File: src/rtl/muldiv_if.sv
// Request/result bundle for muldiv_unit: operation strobe and operands in,
// HI/LO result registers and status out.
interface muldiv_if;
    logic        start;
    logic [2:0]  op;
    logic [31:0] opA;
    logic [31:0] opB;
    logic [31:0] hi;
    logic [31:0] lo;
    logic        busy;
    logic        done;

    modport master (
        output start, op, opA, opB,
        input  hi, lo, busy, done
    );

    modport slave (
        input  start, op, opA, opB,
        output hi, lo, busy, done
    );
endinterface

File: src/rtl/muldiv_unit.sv
// Iterative 32-bit multiply/divide unit with HI/LO result registers:
// one bit per cycle, shift-add multiply and restoring divide on magnitudes.
module muldiv_unit (
    input  logic     clk,
    input  logic     rst_n,
    muldiv_if.slave  bus
);

    localparam logic [1:0] ST_IDLE   = 2'd0;
    localparam logic [1:0] ST_RUN    = 2'd1;
    localparam logic [1:0] ST_FINISH = 2'd2;

    localparam logic [2:0] OP_MULT  = 3'b001;
    localparam logic [2:0] OP_MULTU = 3'b010;
    localparam logic [2:0] OP_DIV   = 3'b011;
    localparam logic [2:0] OP_DIVU  = 3'b100;
    localparam logic [2:0] OP_MTHI  = 3'b101;
    localparam logic [2:0] OP_MTLO  = 3'b110;

    logic [1:0]  state_q,   state_d;
    logic [4:0]  cnt_q,     cnt_d;
    logic [63:0] acc_q,     acc_d;
    logic [31:0] b_q,       b_d;
    logic        is_div_q,  is_div_d;
    logic        neg_res_q, neg_res_d;
    logic        neg_rem_q, neg_rem_d;
    logic [31:0] hi_q,      hi_d;
    logic [31:0] lo_q,      lo_d;

    logic        is_signed;
    logic [31:0] a_mag, b_mag;
    logic [32:0] mul_sum;
    logic [63:0] mul_next;
    logic [32:0] rem_sh;
    logic        rem_ge;
    logic [31:0] rem_sub;
    logic [63:0] div_next;
    logic [63:0] step_res;
    logic [63:0] prod_fixed;

    assign is_signed = (bus.op == OP_MULT) || (bus.op == OP_DIV);
    assign a_mag     = (is_signed && bus.opA[31]) ? -bus.opA : bus.opA;
    assign b_mag     = (is_signed && bus.opB[31]) ? -bus.opB : bus.opB;

    // Multiply: acc holds {partial product, remaining multiplier bits}.
    assign mul_sum  = {1'b0, acc_q[63:32]} + (acc_q[0] ? {1'b0, b_q} : 33'd0);
    assign mul_next = {mul_sum, acc_q[31:1]};

    // Divide: acc holds {partial remainder, dividend bits becoming quotient}.
    assign rem_sh   = acc_q[63:31];
    assign rem_ge   = rem_sh >= {1'b0, b_q};
    assign rem_sub  = rem_sh[31:0] - b_q;
    assign div_next = rem_ge ? {rem_sub, acc_q[30:0], 1'b1}
                             : {rem_sh[31:0], acc_q[30:0], 1'b0};

    assign step_res   = is_div_q ? div_next : mul_next;
    assign prod_fixed = neg_res_q ? -step_res : step_res;

    always_comb begin
        // NOTE: every next-state signal gets a default first so no path infers a latch.
        state_d   = state_q;
        cnt_d     = cnt_q;
        acc_d     = acc_q;
        b_d       = b_q;
        is_div_d  = is_div_q;
        neg_res_d = neg_res_q;
        neg_rem_d = neg_rem_q;
        hi_d      = hi_q;
        lo_d      = lo_q;

        case (state_q)
            ST_IDLE: begin
                if (bus.start) begin
                    case (bus.op)
                        OP_MULT, OP_MULTU, OP_DIV, OP_DIVU: begin
                            state_d   = ST_RUN;
                            cnt_d     = 5'd0;
                            acc_d     = {32'd0, a_mag};
                            b_d       = b_mag;
                            is_div_d  = (bus.op == OP_DIV) || (bus.op == OP_DIVU);
                            neg_res_d = is_signed && (bus.opA[31] ^ bus.opB[31]);
                            neg_rem_d = is_signed && bus.opA[31];
                        end
                        OP_MTHI: hi_d = bus.opA;
                        OP_MTLO: lo_d = bus.opA;
                        default: ;
                    endcase
                end
            end
            ST_RUN: begin
                cnt_d = cnt_q + 5'd1;
                acc_d = step_res;
                if (cnt_q == 5'd31) begin
                    state_d = ST_FINISH;
                    if (is_div_q) begin
                        // With a zero divisor the remainder path already rebuilds opA.
                        hi_d = neg_rem_q ? -step_res[63:32] : step_res[63:32];
                        lo_d = (b_q == 32'd0) ? 32'hFFFF_FFFF : prod_fixed[31:0];
                    end else begin
                        hi_d = prod_fixed[63:32];
                        lo_d = prod_fixed[31:0];
                    end
                end
            end
            ST_FINISH: state_d = ST_IDLE;
            default:   state_d = ST_IDLE;
        endcase
    end

    always_ff @(posedge clk or negedge rst_n) begin
        if (!rst_n) begin
            state_q   <= ST_IDLE;
            cnt_q     <= 5'd0;
            acc_q     <= 64'd0;
            b_q       <= 32'd0;
            is_div_q  <= 1'b0;
            neg_res_q <= 1'b0;
            neg_rem_q <= 1'b0;
            hi_q      <= 32'd0;
            lo_q      <= 32'd0;
        end else begin
            // NOTE: non-blocking updates so every register samples pre-edge values.
            state_q   <= state_d;
            cnt_q     <= cnt_d;
            acc_q     <= acc_d;
            b_q       <= b_d;
            is_div_q  <= is_div_d;
            neg_res_q <= neg_res_d;
            neg_rem_q <= neg_rem_d;
            hi_q      <= hi_d;
            lo_q      <= lo_d;
        end
    end

    assign bus.hi   = hi_q;
    assign bus.lo   = lo_q;
    assign bus.busy = (state_q != ST_IDLE);
    assign bus.done = (state_q == ST_FINISH);

endmodule

File: src/flat_wrapper.sv
// flat-port wrapper written by rule: the top's interface ports become plain ports
module muldiv_unit_flat 
  (clk, rst_n, bus_start, bus_op, bus_opA, bus_opB, bus_hi, bus_lo, bus_busy, bus_done);
  muldiv_if bus_i ();
  input  logic clk;
  input  logic rst_n;
  input wire logic [$bits(bus_i.start)-1:0] bus_start;
  input wire logic [$bits(bus_i.op)-1:0] bus_op;
  input wire logic [$bits(bus_i.opA)-1:0] bus_opA;
  input wire logic [$bits(bus_i.opB)-1:0] bus_opB;
  output wire logic [$bits(bus_i.hi)-1:0] bus_hi;
  output wire logic [$bits(bus_i.lo)-1:0] bus_lo;
  output wire logic [$bits(bus_i.busy)-1:0] bus_busy;
  output wire logic [$bits(bus_i.done)-1:0] bus_done;
  assign bus_i.start = bus_start;
  assign bus_i.op = bus_op;
  assign bus_i.opA = bus_opA;
  assign bus_i.opB = bus_opB;
  assign bus_hi = bus_i.hi;
  assign bus_lo = bus_i.lo;
  assign bus_busy = bus_i.busy;
  assign bus_done = bus_i.done;
  muldiv_unit u_core (.clk(clk), .rst_n(rst_n), .bus(bus_i));
endmodule
File: config.mk
export PLATFORM = sky130hd
export DESIGN_NAME = muldiv_unit_flat
export DESIGN_NICKNAME = d
export VERILOG_FILES = /design/src/rtl/muldiv_if.sv /design/src/rtl/muldiv_unit.sv /design/src/flat_wrapper.sv
export SDC_FILE = /design/constraint.sdc
export NUM_CORES = 1
export LEC_CHECK = 0
export BUFFER_PORTS_ARGS = -buffer_cell sky130_fd_sc_hd__clkbuf_2
export CORE_MARGIN = 1
export CORE_UTILIZATION = 40
export CTS_CLUSTER_DIAMETER = 100
export DETAILED_ROUTE_END_ITERATION = 10
export MAX_ROUTING_LAYER = met4
export SLEW_MARGIN = 20
export SYNTH_ARGS = -nofsm -noshare
export SYNTH_HDL_FRONTEND = slang
export SYNTH_SLANG_ARGS = --single-unit
File: constraint.sdc
create_clock -name clk -period 9.73 [get_ports clk]
set_input_delay 1.946 -clock clk [delete_from_list [all_inputs] [get_ports clk]]
set_output_delay 1.946 -clock clk [all_outputs]
set_load 0.05 [all_outputs]
==> results of run 1 <==
[routing by layer]
layer,track usage [%],vias to the layer above,wire length (um)
li1,-,7592,-
met1,39.02,7841,25230
met2,47.89,665,26860
met3,3.696,100,4028
met4,11.34,0,2063
met5,-,-,0
[synthesized netlist by cell type (8+ instances only)]
master / count / share of area, %
a21oi_1: 159 / 5.1
o21ai_0: 239 / 7.6
mux2i_1: 35 / 2.2
nor4_1: 24 / 0.96
nand2_1: 255 / 6.1
nor3_1: 56 / 1.8
o31ai_1: 16 / 0.77
nand2b_1: 12 / 0.48
clkbuf_1: 79 / 1.9
nor2_1: 114 / 2.7
a221oi_1: 9 / 0.50
inv_1: 87 / 2.1
nand4_1: 31 / 1.2
nor2b_1: 13 / 0.52
o211ai_1: 33 / 1.6
a211oi_1: 22 / 1.1
buf_2: 21 / 0.67
a21boi_0: 8 / 0.38
or3_1: 23 / 0.92
dfrtp_1: 170 / 27
ha_1: 70 / 5.6
and3_1: 22 / 0.88
xor2_1: 71 / 4.0
o21a_1: 21 / 1.0
o22ai_1: 47 / 1.9
a21o_1: 25 / 1.2
mux2_2: 8 / 0.58
nand3_1: 74 / 2.4
xnor2_1: 86 / 4.8
nor3b_1: 13 / 0.62
and2_1: 41 / 1.6
[flip-flops by register name, indices dropped and copies added (netlist names)]
signal,cells
u_core.state_q,2
u_core.cnt_q,5
u_core.b_q,32
u_core.neg_rem_q,1
u_core.neg_res_q,1
u_core.bus.lo,32
u_core.acc_q,64
u_core.is_div_q,1
u_core.bus.hi,32
[metrics by stage]
step                area [um^2]  hold WS [ps]
floorplan                 15660         463.2
global placement          16700         461.5
detailed placement        16700         469.2
CTS                       17300         485.9
global route              17300         506.9
finish                    17300         477.1
[worst min path at each step]
stage | startpoint | endpoint | slack [ps] | depth (start not counted)
after floorplan | u_core.b_q[12] | u_core.b_q[12] | 460 | 2
after global placement | u_core.bus.lo[0] | u_core.bus.lo[0] | 460 | 2
after detailed placement | u_core.bus.lo[4] | u_core.bus.lo[4] | 470 | 2
after CTS | u_core.bus.lo[4] | u_core.bus.lo[4] | 490 | 2
after global routing | u_core.bus.lo[23] | u_core.bus.lo[23] | 510 | 2
final | u_core.bus.lo[4] | u_core.bus.lo[4] | 480 | 2
[layout make-up]
| cell class | instances | area, um^2 | share of cell area, % |
|---|---|---|---|
| Timing Repair Buffer | 158 | 854.6 | 4.941 |
| Clock inverter | 15 | 172.7 | 0.9983 |
| Tap cell | 518 | 648.1 | 3.747 |
| Sequential cell | 170 | 4258 | 24.62 |
| Clock buffer | 17 | 425.4 | 2.459 |
| Multi-Input combinational cell | 1679 | 10600 | 61.31 |
| Inverter | 89 | 334.1 | 1.931 |
[critical path: stages (launching register included)]
cell	delay [ps]
dfrtp_1	480
inv_1	70
ha_1	400
a21oi_1	180
o21ai_0	200
a211o_1	370
a21o_1	280
a21oi_2	180
nor2_1	140
a21o_1	260
inv_1	80
ha_1	190
o221a_2	190
nand4b_1	200
or2_2	390
nand2b_1	210
or2_2	320
nor2_1	260
nor2_1	160
nor4b_1	520
a21oi_1	170
xnor2_1	170
mux2i_1	150
o21ai_0	90
[logic make-up (layout without fill, tap and decap cells)]
family / after synthesis / in the layout / share of synthesized area [%]
buf+inv: 204 / 279 / 5.368
mux: 43 / 43 / 2.812
compound gates: 690 / 690 / 27.71
simple gates: 717 / 717 / 22.33
fa+ha+maj: 72 / 72 / 5.847
xor+xnor: 157 / 157 / 8.779
flops: 170 / 170 / 27.16
[cells in the final DEF (no fill, tap or decap), types with 23 or more instances in the layout]
cell	n
nand3_1	74
o211ai_1	33
buf_4	23
nor4_1	24
nor3_1	56
and2_1	41
a21o_1	25
a21oi_1	159
or3_1	23
ha_1	70
mux2i_1	35
nand4_1	31
clkbuf_2	134
dfrtp_1	169
nand2_1	255
o22ai_1	47
xnor2_1	86
xor2_1	71
inv_1	87
nor2_1	113
o21ai_0	238
==> flow_summary.toml, run 1 <==
[grt]
grt_antenna_before_repair = 0
grt_pass1_wl_um = 88200
grt_max_degree = 72
grt_pass1_vias = 15160
overflow = 0
grtUsageTotal_pct = 30.09

[cts]
cts_sinks = 170
hold_buffers = 0
clock_path_buffers = 2
cts_resized = 0
post_cts_buffers = 0
cts_made_buffers = 17
htreeDepth = 4
cts_tree = "built"
cts_root_buffer = "clkbuf_16"
clk_latency_ps = 480
clk_pin_slew_worst_paths_ps = 70

[place]
port_buffers = 135
placed_cells = 2614
dp_hpwl_um = 44830
place_ws_ps = 4010
gp_congestion = 0.9729

[layout]
fin_nets = 2257
nFillCells = 3958
drive_gt1_share_pct = 11.51
post_layout_nonfiller_instances = 2646
syn2layout_area_growth_pct = 10.42
num_antenna_cells = 0
final_util_pct = 44.76

[timing]
hold_violations = 0
rsz0062_at_grt = "false"
tightestPinTransition_ps = 1162
fmax_ghz = 0.1717
setup_viol = 0
skew_ps = 18.21
slew_headroom_pct = 22.00
min_period_over_period_pct = 59.87
period_needed_ps = 5826
tns_ps = 0
slew_viol_final = 0
setup_ws_ps = 3904

[worst_hold_path]
min_path_type = "reg -> reg"

[die]
die_y_um = 199.9
core-area_mm2 = 0.03865
die_x_um = 199.9
start_util_pct = 40.53
rows = 72
ios = 136
die-area_mm2 = 0.03995

[logic_synthesis]
yosysSeqAreaShare_pct = 27.16
synth_nets = 2195
yosys_register_bits = 170
yosys.cell_types.count = 86
yosys_warnings = 0
ys.flop_type = "dfrtp_1"
syn_area_mm2 = 0.01566
synthCells = 2053
avgSynthCellArea_um2 = 7.630
synth-edff-count = 0
async_flop_share_pct = 100.0

[worst_setup_path]
r2r_start = "u_core.b_q[26]"
crit_end = "u_core.bus.hi[20]"
crit_start = "u_core.b_q[26]"
cp.required_ps = 10060
worstSetupEndpointType = "flip-flop"
r2r_end = "u_core.bus.hi[20]"
ff2ff_path_depth = 23
path_max_fanout = 9
reg2reg_slack_ps = 3900
cp.arrival_ps = 6160
cp-start-kind = "flip-flop"
critPathKind = "reg -> reg"

[routing]
drt_first_pass_iters = 7
vias = 16200
vias_per_cell = 6.122
drt_iter0_drc = 1379
antenna_left = 0
drt_wl_total_um = 58180
drc_errors = 0
detail_route.wl_per_cell_um = 21.99

[flow_run]
cap_violations = 0

[run_status]
status = "finished clean"
Power of run 1 is left out: the tool's default activity adds up to more than one toggle a clock period on the data nets, which glitch-free logic cannot reach.
==> run 2, diff against run 1 <==
Clock period 9.73 ns to 5.2 ns, I/O delays scaled along.
==> run 2 against run 1 <==
Wire length increased by 4.2%. Critical path depth decreased by 7. Clock-buffer cell count is 2 higher. Clock skew decreased by 2.0 ps. Via count grew 1.5%. Hold slack improved by 1.3 ps. Die area unchanged. Design area grew 5.2%. Largest cell class unchanged. Highest routed layer unchanged.
==> flow_summary.toml, run 2 (synthesis results as in run 1) <==
[routing]
antenna_left = 0
vias = 16440
detail_route.wl_per_cell_um = 22.09
drt_iter0_drc = 1455
drt_first_pass_iters = 7
drc_errors = 0
vias_per_cell = 5.990
drt_wl_total_um = 60650

[worst_hold_path]
min_path_type = "reg -> reg"

[cts]
cts_sinks = 170
clk_pin_slew_worst_paths_ps = 70
hold_buffers = 0
clk_latency_ps = 470
cts_tree = "built"
clock_path_buffers = 2
htreeDepth = 4
cts_root_buffer = "clkbuf_16"
cts_made_buffers = 17

[die]
start_util_pct = 40.53
die_x_um = 199.9
die-area_mm2 = 0.03995
ios = 136
rows = 72
core-area_mm2 = 0.03865
die_y_um = 199.9

[layout]
num_antenna_cells = 0
nFillCells = 3906
drive_gt1_share_pct = 16.08
regMostFlops = "u_core.acc_q"
final_common_cell = "nand2_1"
final_util_pct = 47.09
final_area_mm2 = 0.01820
mostFrequentLayoutCells = "255 x nand2_1, 236 x o21ai_0, 169 x dfrtp_1, 158 x a21oi_1, 134 x clkbuf_2"
fin_nets = 2357
post_layout_nonfiller_instances = 2745
largest_register_ffs = 64
syn2layout_area_growth_pct = 16.18

[timing]
slew_headroom_pct = 25.17
tns_ps = 0
slew_viol_final = 0
rsz0062_at_grt = "false"
skew_ps = 16.23
setup_viol = 0
min_period_over_period_pct = 96.01
tightestPinTransition_ps = 1112
fmax_ghz = 0.2003
hold_violations = 0
period_needed_ps = 4993

[grt]
grt_pass1_vias = 15500
overflow = 0
grt_max_degree = 83
grt_antenna_before_repair = 0
grtUsageTotal_pct = 31.28
grt_pass1_wl_um = 91780

[place]
port_buffers = 135
placed_cells = 2711
dpl_cell_area_mm2 = 0.01746
gp_congestion = 0.9900
dp_hpwl_um = 46700

[run_status]
status = "finished clean"

[worst_setup_path]
reg2reg_slack_ps = 210
critPathKind = "reg -> reg"
cp-start-kind = "flip-flop"
cp.arrival_ps = 5310
path_max_fanout = 12
worstSetupEndpointType = "flip-flop"
cp.required_ps = 5520

[flow_run]
cap_violations = 0
==> run 2: changes by cell type in the layout (fill, tap and decap cells not counted), sizes merged <==
cell      previous run  this run
buf                 24       124
bufinv               1         3
clkbuf             151       153
clkinv               5         4
clkinvlp             2         0
inv                 96        94
==> run 2: final timing paths <==
check                      cells past startpoint           endpoint              start
max                                           16  u_core.bus.hi[22]   u_core.acc_q[37]
min                                            2  u_core.bus.lo[29]  u_core.bus.lo[29]
max reg2reg                                   16  u_core.bus.hi[22]   u_core.acc_q[37]
min reg2reg                                    2  u_core.bus.lo[29]  u_core.bus.lo[29]
max in group asynchronous                      2   u_core.bus.lo[2]              rst_n
min in group asynchronous                      1  u_core.bus.lo[25]              rst_n
==> run 2: what timing repair did <==
action	4_1_cts	5_1_grt
resized for setup	2	19
endpoints found under the setup margin	4	15
hold endpoints to repair	0	0
cloned	0	0
buffers inserted	0	3
pin swaps	0	5
==> run 2: final cells by class <==
| type | count | area (um^2) | area share, % |
|---|---|---|---|
| tap | 518 | 648.1 | 3.561 |
| timing repair buffer | 258 | 1643 | 9.027 |
| inverter | 89 | 334.1 | 1.836 |
| multi-input combinational | 1679 | 10690 | 58.76 |
| clock buffer | 19 | 442.9 | 2.434 |
| sequential | 170 | 4258 | 23.40 |
| clock inverter | 12 | 178.9 | 0.9832 |
==> run 2: routing by layer <==
metal | global-route usage (%) | vias to the layer above | wire [um]
met5 | - | - | 0
met1 | 40.40 | 7821 | 26290
met2 | 50.22 | 762 | 28100
met4 | 12.36 | 0 | 2154
li1 | - | 7779 | -
met3 | 3.175 | 80 | 4100
==> run 2: through the flow <==
step                      worst slack, ps  hold slack, ps
after floorplan                     397.2           463.2
after CTS                           26.37           486.4
after detailed placement           -36.39           470.6
after global routing                39.14           499.3
final                               207.3           478.4
after global placement              89.02           462.2
==> run 2: critical path, stage by stage (launching register included) <==
cell     delay [ps]
dfrtp_1         430
ha_2            430
and3_2          260
nor4b_1         520
a31o_2          310
a21oi_4          60
o21ai_4         250
mux2i_1         500
o21a_1          440
nand4_1         320
or2_1           360
nor3_2          230
buf_4           160
a21oi_1          70
xor2_1          270
buf_4           170
o21ai_0          60
Power of run 2 is left out for the same reason.
